$ cat src/rtl/des_bus_master.sv
// des_bus_master
//   Host-side initiator for the 32-bit DES wrapper bus. Accepts a 64-bit key
//   and plaintext, loads them into the wrapper as four 32-bit halves, pulses
//   start, waits for a fresh ready edge (low then high), then reads the 64-bit
//   result back in two halves through result_sel.
//
// Parameters
//   READ_WAIT : extra cycles result_sel is held before result_out is sampled (>=1)
//   TIMEOUT   : max cycles spent waiting for ready before aborting with err
//
// Ports
//   clk, rst             : clock (rising edge), asynchronous active-high reset
//   req                  : operation request, only sampled while idle
//   key_in, text_in      : 64-bit key / plaintext, latched on acceptance
//   busy, done, err      : status; done/err are single-cycle pulses
//   result               : 64-bit ciphertext, valid from done until next acceptance
//   data_bus, selector,
//   load, start,
//   result_sel           : wrapper-side command outputs
//   result_out, ready    : wrapper-side responses
//
// Optional feature (macro DES_MASTER_CHECK_EN)
//   exp_in : expected result, latched with key/text
//   match  : 1 when result equals exp_in and no timeout occurred, set at done

module des_bus_master #(
    parameter int unsigned READ_WAIT = 1,
    parameter int unsigned TIMEOUT   = 64
) (
    input  logic        clk,
    input  logic        rst,
    input  logic        req,
    input  logic [63:0] key_in,
    input  logic [63:0] text_in,
`ifdef DES_MASTER_CHECK_EN
    input  logic [63:0] exp_in,
    output logic        match,
`endif
    output logic        busy,
    output logic        done,
    output logic        err,
    output logic [63:0] result,
    output logic [31:0] data_bus,
    output logic [1:0]  selector,
    output logic        load,
    output logic        start,
    output logic        result_sel,
    input  logic [31:0] result_out,
    input  logic        ready
);

    localparam int unsigned CMAX = (TIMEOUT > READ_WAIT + 1) ? TIMEOUT : READ_WAIT + 1;
    localparam int unsigned CW   = $clog2(CMAX + 1);

    typedef enum logic [3:0] {
        S_IDLE,
        S_LD_KL,
        S_LD_KH,
        S_LD_DL,
        S_LD_DH,
        S_START,
        S_WAIT_LOW,
        S_WAIT_HIGH,
        S_RD_HI,
        S_RD_LO,
        S_DONE
    } state_t;

    state_t        state_q;
    logic [63:0]   key_q;
    logic [63:0]   text_q;
    logic [CW-1:0] cnt_q;
    logic [CW-1:0] cnt_d;
    logic          busy_q;
    logic          done_q;
    logic          err_q;
    logic [63:0]   result_q;
    logic [31:0]   data_q;
    logic [1:0]    sel_q;
    logic          load_q;
    logic          start_q;
    logic          rsel_q;
`ifdef DES_MASTER_CHECK_EN
    logic [63:0]   exp_q;
    logic          match_q;
`endif

    // Shared counter: wait-time budget in the WAIT states, read hold in RD states.
    assign cnt_d = cnt_q + CW'(1);

    always_ff @(posedge clk or posedge rst) begin
        if (rst) begin
            state_q  <= S_IDLE;
            key_q    <= '0;
            text_q   <= '0;
            cnt_q    <= '0;
            busy_q   <= 1'b0;
            done_q   <= 1'b0;
            err_q    <= 1'b0;
            result_q <= '0;
            data_q   <= '0;
            sel_q    <= '0;
            load_q   <= 1'b0;
            start_q  <= 1'b0;
            rsel_q   <= 1'b0;
`ifdef DES_MASTER_CHECK_EN
            exp_q    <= '0;
            match_q  <= 1'b0;
`endif
        end else begin
            done_q <= 1'b0;
            err_q  <= 1'b0;
            case (state_q)
                S_IDLE: begin
                    rsel_q <= 1'b0;
                    if (req) begin
                        key_q    <= key_in;
                        text_q   <= text_in;
                        result_q <= '0;
                        busy_q   <= 1'b1;
                        load_q   <= 1'b1;
                        sel_q    <= 2'b00;
                        data_q   <= key_in[31:0];
                        state_q  <= S_LD_KL;
`ifdef DES_MASTER_CHECK_EN
                        exp_q    <= exp_in;
                        match_q  <= 1'b0;
`endif
                    end
                end
                // Outputs are registered, so each LD state programs the
                // selector/data pair that the following state presents.
                S_LD_KL: begin
                    sel_q   <= 2'b01;
                    data_q  <= key_q[63:32];
                    state_q <= S_LD_KH;
                end
                S_LD_KH: begin
                    sel_q   <= 2'b10;
                    data_q  <= text_q[31:0];
                    state_q <= S_LD_DL;
                end
                S_LD_DL: begin
                    sel_q   <= 2'b11;
                    data_q  <= text_q[63:32];
                    state_q <= S_LD_DH;
                end
                S_LD_DH: begin
                    load_q  <= 1'b0;
                    start_q <= 1'b1;
                    sel_q   <= '0;
                    data_q  <= '0;
                    state_q <= S_START;
                end
                S_START: begin
                    start_q <= 1'b0;
                    cnt_q   <= '0;
                    state_q <= S_WAIT_LOW;
                end
                // Ready may still be high from the previous operation; only a
                // low-then-high sequence counts as completion.
                S_WAIT_LOW: begin
                    cnt_q <= cnt_d;
                    if (cnt_d >= CW'(TIMEOUT)) begin
                        state_q  <= S_DONE;
                        done_q   <= 1'b1;
                        err_q    <= 1'b1;
                        result_q <= '0;
                    end else if (!ready) begin
                        state_q <= S_WAIT_HIGH;
                    end
                end
                S_WAIT_HIGH: begin
                    cnt_q <= cnt_d;
                    if (ready) begin
                        cnt_q   <= '0;
                        rsel_q  <= 1'b0;
                        state_q <= S_RD_HI;
                    end else if (cnt_d >= CW'(TIMEOUT)) begin
                        state_q  <= S_DONE;
                        done_q   <= 1'b1;
                        err_q    <= 1'b1;
                        result_q <= '0;
                    end
                end
                S_RD_HI: begin
                    if (cnt_q == CW'(READ_WAIT)) begin
                        result_q[63:32] <= result_out;
                        cnt_q           <= '0;
                        rsel_q          <= 1'b1;
                        state_q         <= S_RD_LO;
                    end else begin
                        cnt_q <= cnt_d;
                    end
                end
                S_RD_LO: begin
                    if (cnt_q == CW'(READ_WAIT)) begin
                        result_q[31:0] <= result_out;
                        cnt_q          <= '0;
                        rsel_q         <= 1'b0;
                        done_q         <= 1'b1;
                        state_q        <= S_DONE;
`ifdef DES_MASTER_CHECK_EN
                        match_q <= ({result_q[63:32], result_out} == exp_q);
`endif
                    end else begin
                        cnt_q <= cnt_d;
                    end
                end
                S_DONE: begin
                    busy_q  <= 1'b0;
                    state_q <= S_IDLE;
                end
                default: begin
                    state_q <= S_IDLE;
                end
            endcase
        end
    end

    assign busy       = busy_q;
    assign done       = done_q;
    assign err        = err_q;
    assign result     = result_q;
    assign data_bus   = data_q;
    assign selector   = sel_q;
    assign load       = load_q;
    assign start      = start_q;
    assign result_sel = rsel_q;
`ifdef DES_MASTER_CHECK_EN
    assign match      = match_q;
`endif

endmodule

$ cat config.mk
export PLATFORM = sky130hd
export DESIGN_NAME = des_bus_master
export DESIGN_NICKNAME = d
export VERILOG_FILES = /design/src/rtl/des_bus_master.sv
export SDC_FILE = /design/constraint.sdc
export NUM_CORES = 1
export LEC_CHECK = 0
export ABC_AREA = 1
export CAP_MARGIN = 20
export CORE_UTILIZATION = 32
export CTS_CLUSTER_SIZE = 25
export DETAILED_ROUTE_END_ITERATION = 12
export PLACE_DENSITY = 0.63
export SLEW_MARGIN = 20
export SYNTH_ARGS = -nofsm -noshare
export SYNTH_HDL_FRONTEND = slang
export SYNTH_SLANG_ARGS = --single-unit
$ cat constraint.sdc
create_clock -name clk -period 23.1 [get_ports clk]
set_clock_uncertainty 0.05 [all_clocks]
set_input_delay 6.93 -clock clk [delete_from_list [all_inputs] [get_ports clk]]
set_output_delay 6.93 -clock clk [all_outputs]
set_load 0.01 [all_outputs]
### After elaboration in Yosys (flattened, before gate mapping)

Cells that the tools add are included.

* register bits after elaboration: 243
* output and inout bits: 104
* logic and storage cells: 86

* add/sub/neg operators: 1
* magnitude comparators: 1
* equality and inequality tests: 18
* multiplexer cells: 34
* reductions and logical operators: 18

Operators with widths (number)
* 32-bit case mux with 4 select lines: 2
* 64-bit 2-to-1 mux: 3
* 32-bit case mux with 5 select lines: 1
* 32-bit 2-to-1 mux: 2
* 4-bit case mux with 10 select lines: 1
* 4-bit 2-to-1 mux: 7
* 7-bit case mux with 4 select lines: 1
* 4-bit by 3-bit == test with 1-bit output, second input constant: 4
* 4-bit nonzero test: 4
* 7-bit 2-to-1 mux: 2
* 4-bit == test, second input constant: 3
* 4-bit AND reduction: 3
* 2-bit inequality test, second input constant: 5
* 2-bit case mux with 5 select lines: 1
* 4-bit by 2-bit == test with 1-bit output, second input constant: 2
* 1-bit case mux with 2 select lines: 4
* 2-bit AND reduction: 4
* 7-bit by 1-bit adder with 7-bit output, second input constant: 1
* 7-bit by 1-bit == test with 1-bit output, second input constant: 1
* 7-bit greater-or-equal comparator, second input constant: 1
* 1-bit 2-to-1 mux: 7
* 3-bit inequality test, second input constant: 2
* 2-bit nonzero test: 3
* 5-bit AND reduction: 1
* 7 further kinds: 7

### Logic depth before layout (Yosys ltp)

* depth in word-level cells: 5
* depth in mapped cells: 12
* depth with buffers taken out: 10

### Worst setup path after synthesis

OpenSTA, ideal clock, no wires.

* path kind: input to register
* start: in req
* end: reg result_q[32] (netlist: result[32])
* arrival: 7647 ps
* required time: 22933 ps
* path slack: 15285 ps
* stages: 8
* path through: inv_1 -> nand2_1 -> nand2_1 -> nor2_4 -> nand3_2 -> buf_4 -> nand2_1 -> nand2_1

* cells in the longest elaborated chain, start to end: 2

Ends and longest elaborated chain
* from (decl): RTL line 32 `input logic req,`
* 2-bit inequality test (no line)
* 4-bit AND reduction (no line)
* to (signal assigned): RTL line 188 `result_q[63:32] <= result_out;`
* to (decl): RTL line 77 `logic [63:0] result_q;`

No other way between the ends.
A chain may end at the register's enable or synchronous reset.

### Final worst setup path

* start: in req
* end: reg result_q[53] (netlist: result[53])

Same word-level chain as after synthesis.

==> results.py <==
metrics = {
    "worst_setup_path": {
        "start_kind": "primary input",
        "cp_cell_sequence": "clkdlybuf4s50_1 -> inv_1 -> nand2_1 -> nand2_1 -> nor2_4 -> nand3_2 -> nand2_1 -> nand2_1",
        "cp_max_fo": 33,
        "crit_arrival_ns": 9.31,
        "crit_slowest_cell": "nand3_2",
        "cpMostUsedCell": "nand2_1",
        "cp-end-kind": "flip-flop",
        "slowest_delay_ns": 0.70,
        "critPathKind": "primary input to flip-flop",
        "critPathRequiredTime_ns": 23.44,
        "path_buf_inv": 2,
        "crit_family": "simple AND/OR/NAND/NOR gates",
    },
    "grt": {
        "gr-usage-met3_pct": 3.416,
        "top_usage_layer": "met2",
        "met1_usage_pct": 26.32,
        "grt_usage_pct": 18.28,
        "grt_pass1_vias": 8391,
        "grt_pass1_wl_um": 45070,
        "overflow": 0,
        "met2_usage_pct": 28.09,
        "grt_start_max_net_pins": 148,
        "antenna_found_initial": 1,
    },
    "sta": {
        "worst_slew_pin_slew_ns": 1.096,
        "setup_viol": 0,
        "hold_viol": 0,
        "slew_violations": 0,
        "final.setup.tns_ns": 0,
        "max_freq_mhz": 111.5,
        "fin_crit_sh_pct": 38.83,
        "relSlewSlack_pct": 26.91,
        "whs_ns": 0.4166,
        "period_minus_slack_ns": 8.970,
        "rsz0062_at_grt": "false",
    },
    "yosys": {
        "synth-seq-area-share_pct": 55.13,
        "syn_inst": 1221,
        "ys_warn_count": 0,
        "ys_ff_latch": 211,
        "synth_cell_types": 27,
        "synth_fp_nets": 1387,
        "syn_area_um2": 9577,
        "syn_avg_cell_area_um2": 7.843,
    },
    "cts": {
        "ctsResizeCount": 0,
        "clk_latency_ns": 0.51,
        "path_clk_slew_ns": 0.06,
        "post-cts-setup-buffers": 0,
        "cts_buffer_depth": 3,
        "cts_buffers": 25,
        "htreeDepth": 1,
        "clockRootBuffer": "clkbuf_16",
        "cts_hold_buf": 0,
        "cts.sinks": 211,
        "cts_tree": "built",
    },
    "route": {
        "drc": 0,
        "vias_per_cell": 4.612,
        "drt_first_pass_iters": 5,
        "wirelength_um": 27870,
        "routedWlPerCell_um": 15.02,
        "detail-route-antenna-nets": 0,
        "num_vias": 8559,
        "drt_iter0_markers": 647,
    },
    "floorplan": {
        "die_w_um": 175.0,
        "initial_utilization_pct": 32.92,
        "placementRows": 62,
        "die_height_um": 175.0,
        "die_area_um2": 30620,
        "core_um2": 29090,
        "io_pins": 268,
    },
    "final_layout": {
        "fillers": 2900,
        "layout-drive-gt1-share_pct": 4.755,
        "n_antenna_cell": 0,
        "syn2layout_area_growth_pct": 38.16,
        "postLayoutCoreUtil_pct": 45.48,
        "final_nets": 1624,
    },
    "place": {
        "portBuffers": 267,
        "gp_congestion": 0.8153,
        "dpl.hpwl_um": 19470,
    },
    "pwr": {
        "power.density_nw_per_um2": 126.6,
        "p_leak_uw": 0.006501,
        "vdd_ir_drop_max_uv": 57.81,
        "fin_total_pwr_uw": 1675,
    },
    "worst_hold_path": {
        "hold_class": "flip-flop to flip-flop",
    },
    "run": {
        "cap_violations": 0,
    },
    "status": {
        "status": "completed",
    },
}
## cells by family (layout without fill, tap and decap cells)
kind of cell | Yosys count | count (layout) | synth area share [%]
AND/OR/NAND/NOR | 800 | 800 | 33.71
flip-flops | 211 | 211 | 55.13
buffers and inverters | 137 | 388 | 6.428
AO/OA/AOI/OAI | 68 | 68 | 4.194
XOR/XNOR | 3 | 3 | 0.2744
adder cells (fa/ha/maj) | 2 | 2 | 0.2613
## layout by cell type (no fill, tap or decap), types with 2 or more instances in the layout
| master | instances |
|---|---|
| a21oi_1 | 3 |
| buf_4 | 6 |
| clkbuf_1 | 6 |
| clkbuf_16 | 25 |
| clkbuf_8 | 7 |
| clkdlybuf4s50_1 | 267 |
| clkinv_2 | 2 |
| dfrtp_1 | 211 |
| ha_1 | 2 |
| inv_1 | 64 |
| inv_2 | 9 |
| nand2_1 | 591 |
| nand2_2 | 5 |
| nand3_1 | 30 |
| nand3_2 | 2 |
| nand4_1 | 50 |
| nor2_1 | 111 |
| nor2_2 | 4 |
| nor2_4 | 5 |
| o211ai_1 | 16 |
| o21ai_0 | 24 |
| o21ai_1 | 15 |
| o21ai_2 | 2 |
| o22ai_1 | 6 |
| xor2_1 | 2 |
## report_power, final
| part | internal, µW | total, µW | leakage, µW | switching (µW) |
|---|---|---|---|---|
| logic | 277 | 694 | 0.00342 | 417 |
| clock network | 219 | 366 | 0.000373 | 147 |
| registers | 524 | 614 | 0.00271 | 90.5 |
| total | 1020 | 1670 | 0.00650 | 655 |
## final cells by class
cell class	instances	area [µm²]	share of cell area, %
clock inverters	3	17.52	0.1324
flip-flops and latches	211	5280	39.91
well taps	384	480.5	3.631
repair buffers	273	2718	20.54
clock buffers	38	744.5	5.626
multi-input cells	873	3701	27.97
inverters	74	290.3	2.194
## final timing paths
kind / end / slack [ns] / startpoint / cells past startpoint
max reg2reg: result[53] / 19.94 / state_q[1] / 8
min reg2reg: text_q[30] / 0.42 / text_q[30] / 2
max: result[53] / 14.13 / req / 8
min: text_q[30] / 0.42 / text_q[30] / 2
min in group asynchronous: load / 6.87 / rst / 2
max in group asynchronous: result[60] / 14.84 / rst / 3
## worst register-to-register path, delay by kind of cell (launching register included)
| family | cells | cell delay, ns |
|---|---|---|
| DFF | 1 | 0.50 |
| and+or+nand+nor | 8 | 2.49 |
## cell usage after synthesis
master | number | area [µm²]
o211ai_1 | 16 | 120.1
dfrtp_1 | 211 | 5280
inv_2 | 9 | 33.78
nand3_2 | 2 | 20.02
buf_4 | 19 | 142.6
nand2_1 | 592 | 2222
nand2_2 | 4 | 25.02
inv_1 | 65 | 244.0
a2bb2oi_1 | 1 | 8.760
ha_1 | 2 | 25.02
nor2_1 | 114 | 427.9
a21oi_1 | 3 | 15.01
xor2_1 | 2 | 17.52
nand4_1 | 50 | 312.8
nor2_2 | 3 | 18.77
o21ai_2 | 2 | 17.52
clkbuf_1 | 20 | 75.07
o21a_1 | 1 | 7.510
buf_2 | 24 | 120.1
o21ai_0 | 24 | 120.1
nor2_4 | 3 | 33.78
o21ai_1 | 15 | 75.07
o22ai_1 | 6 | 37.54
and2_1 | 1 | 6.260
nand3_1 | 30 | 150.1
nand3b_2 | 1 | 11.26
xnor2_1 | 1 | 8.760
## registers in the layout, summed over array words and instances (netlist names)
register / cells
busy: 1
cnt_q: 7
data_bus: 32
done: 1
err: 1
key_q: 32
load: 1
result: 64
result_sel: 1
selector: 2
start: 1
state_q: 4
text_q: 64
## per-stage QoR
step | worst slack, ns | cell area (µm²) | std cells
after floorplan | 10.35 | 9577 | 1221
after CTS | 14.14 | 13220 | 1856
after global routing | 13.91 | 13230 | 1856
after global placement | 13.68 | 12460 | 1815
final | 14.13 | 13230 | 1856
after detailed placement | 13.59 | 12460 | 1815
## metal layers
metal / share of wire [%] / wire length (µm)
met4: 2.4 / 657
met5: 0.047 / 13
met3: 6.5 / 1823
met1: 47 / 13210
met2: 44 / 12170
No activity file was read; power rests on OpenSTA's default activity.
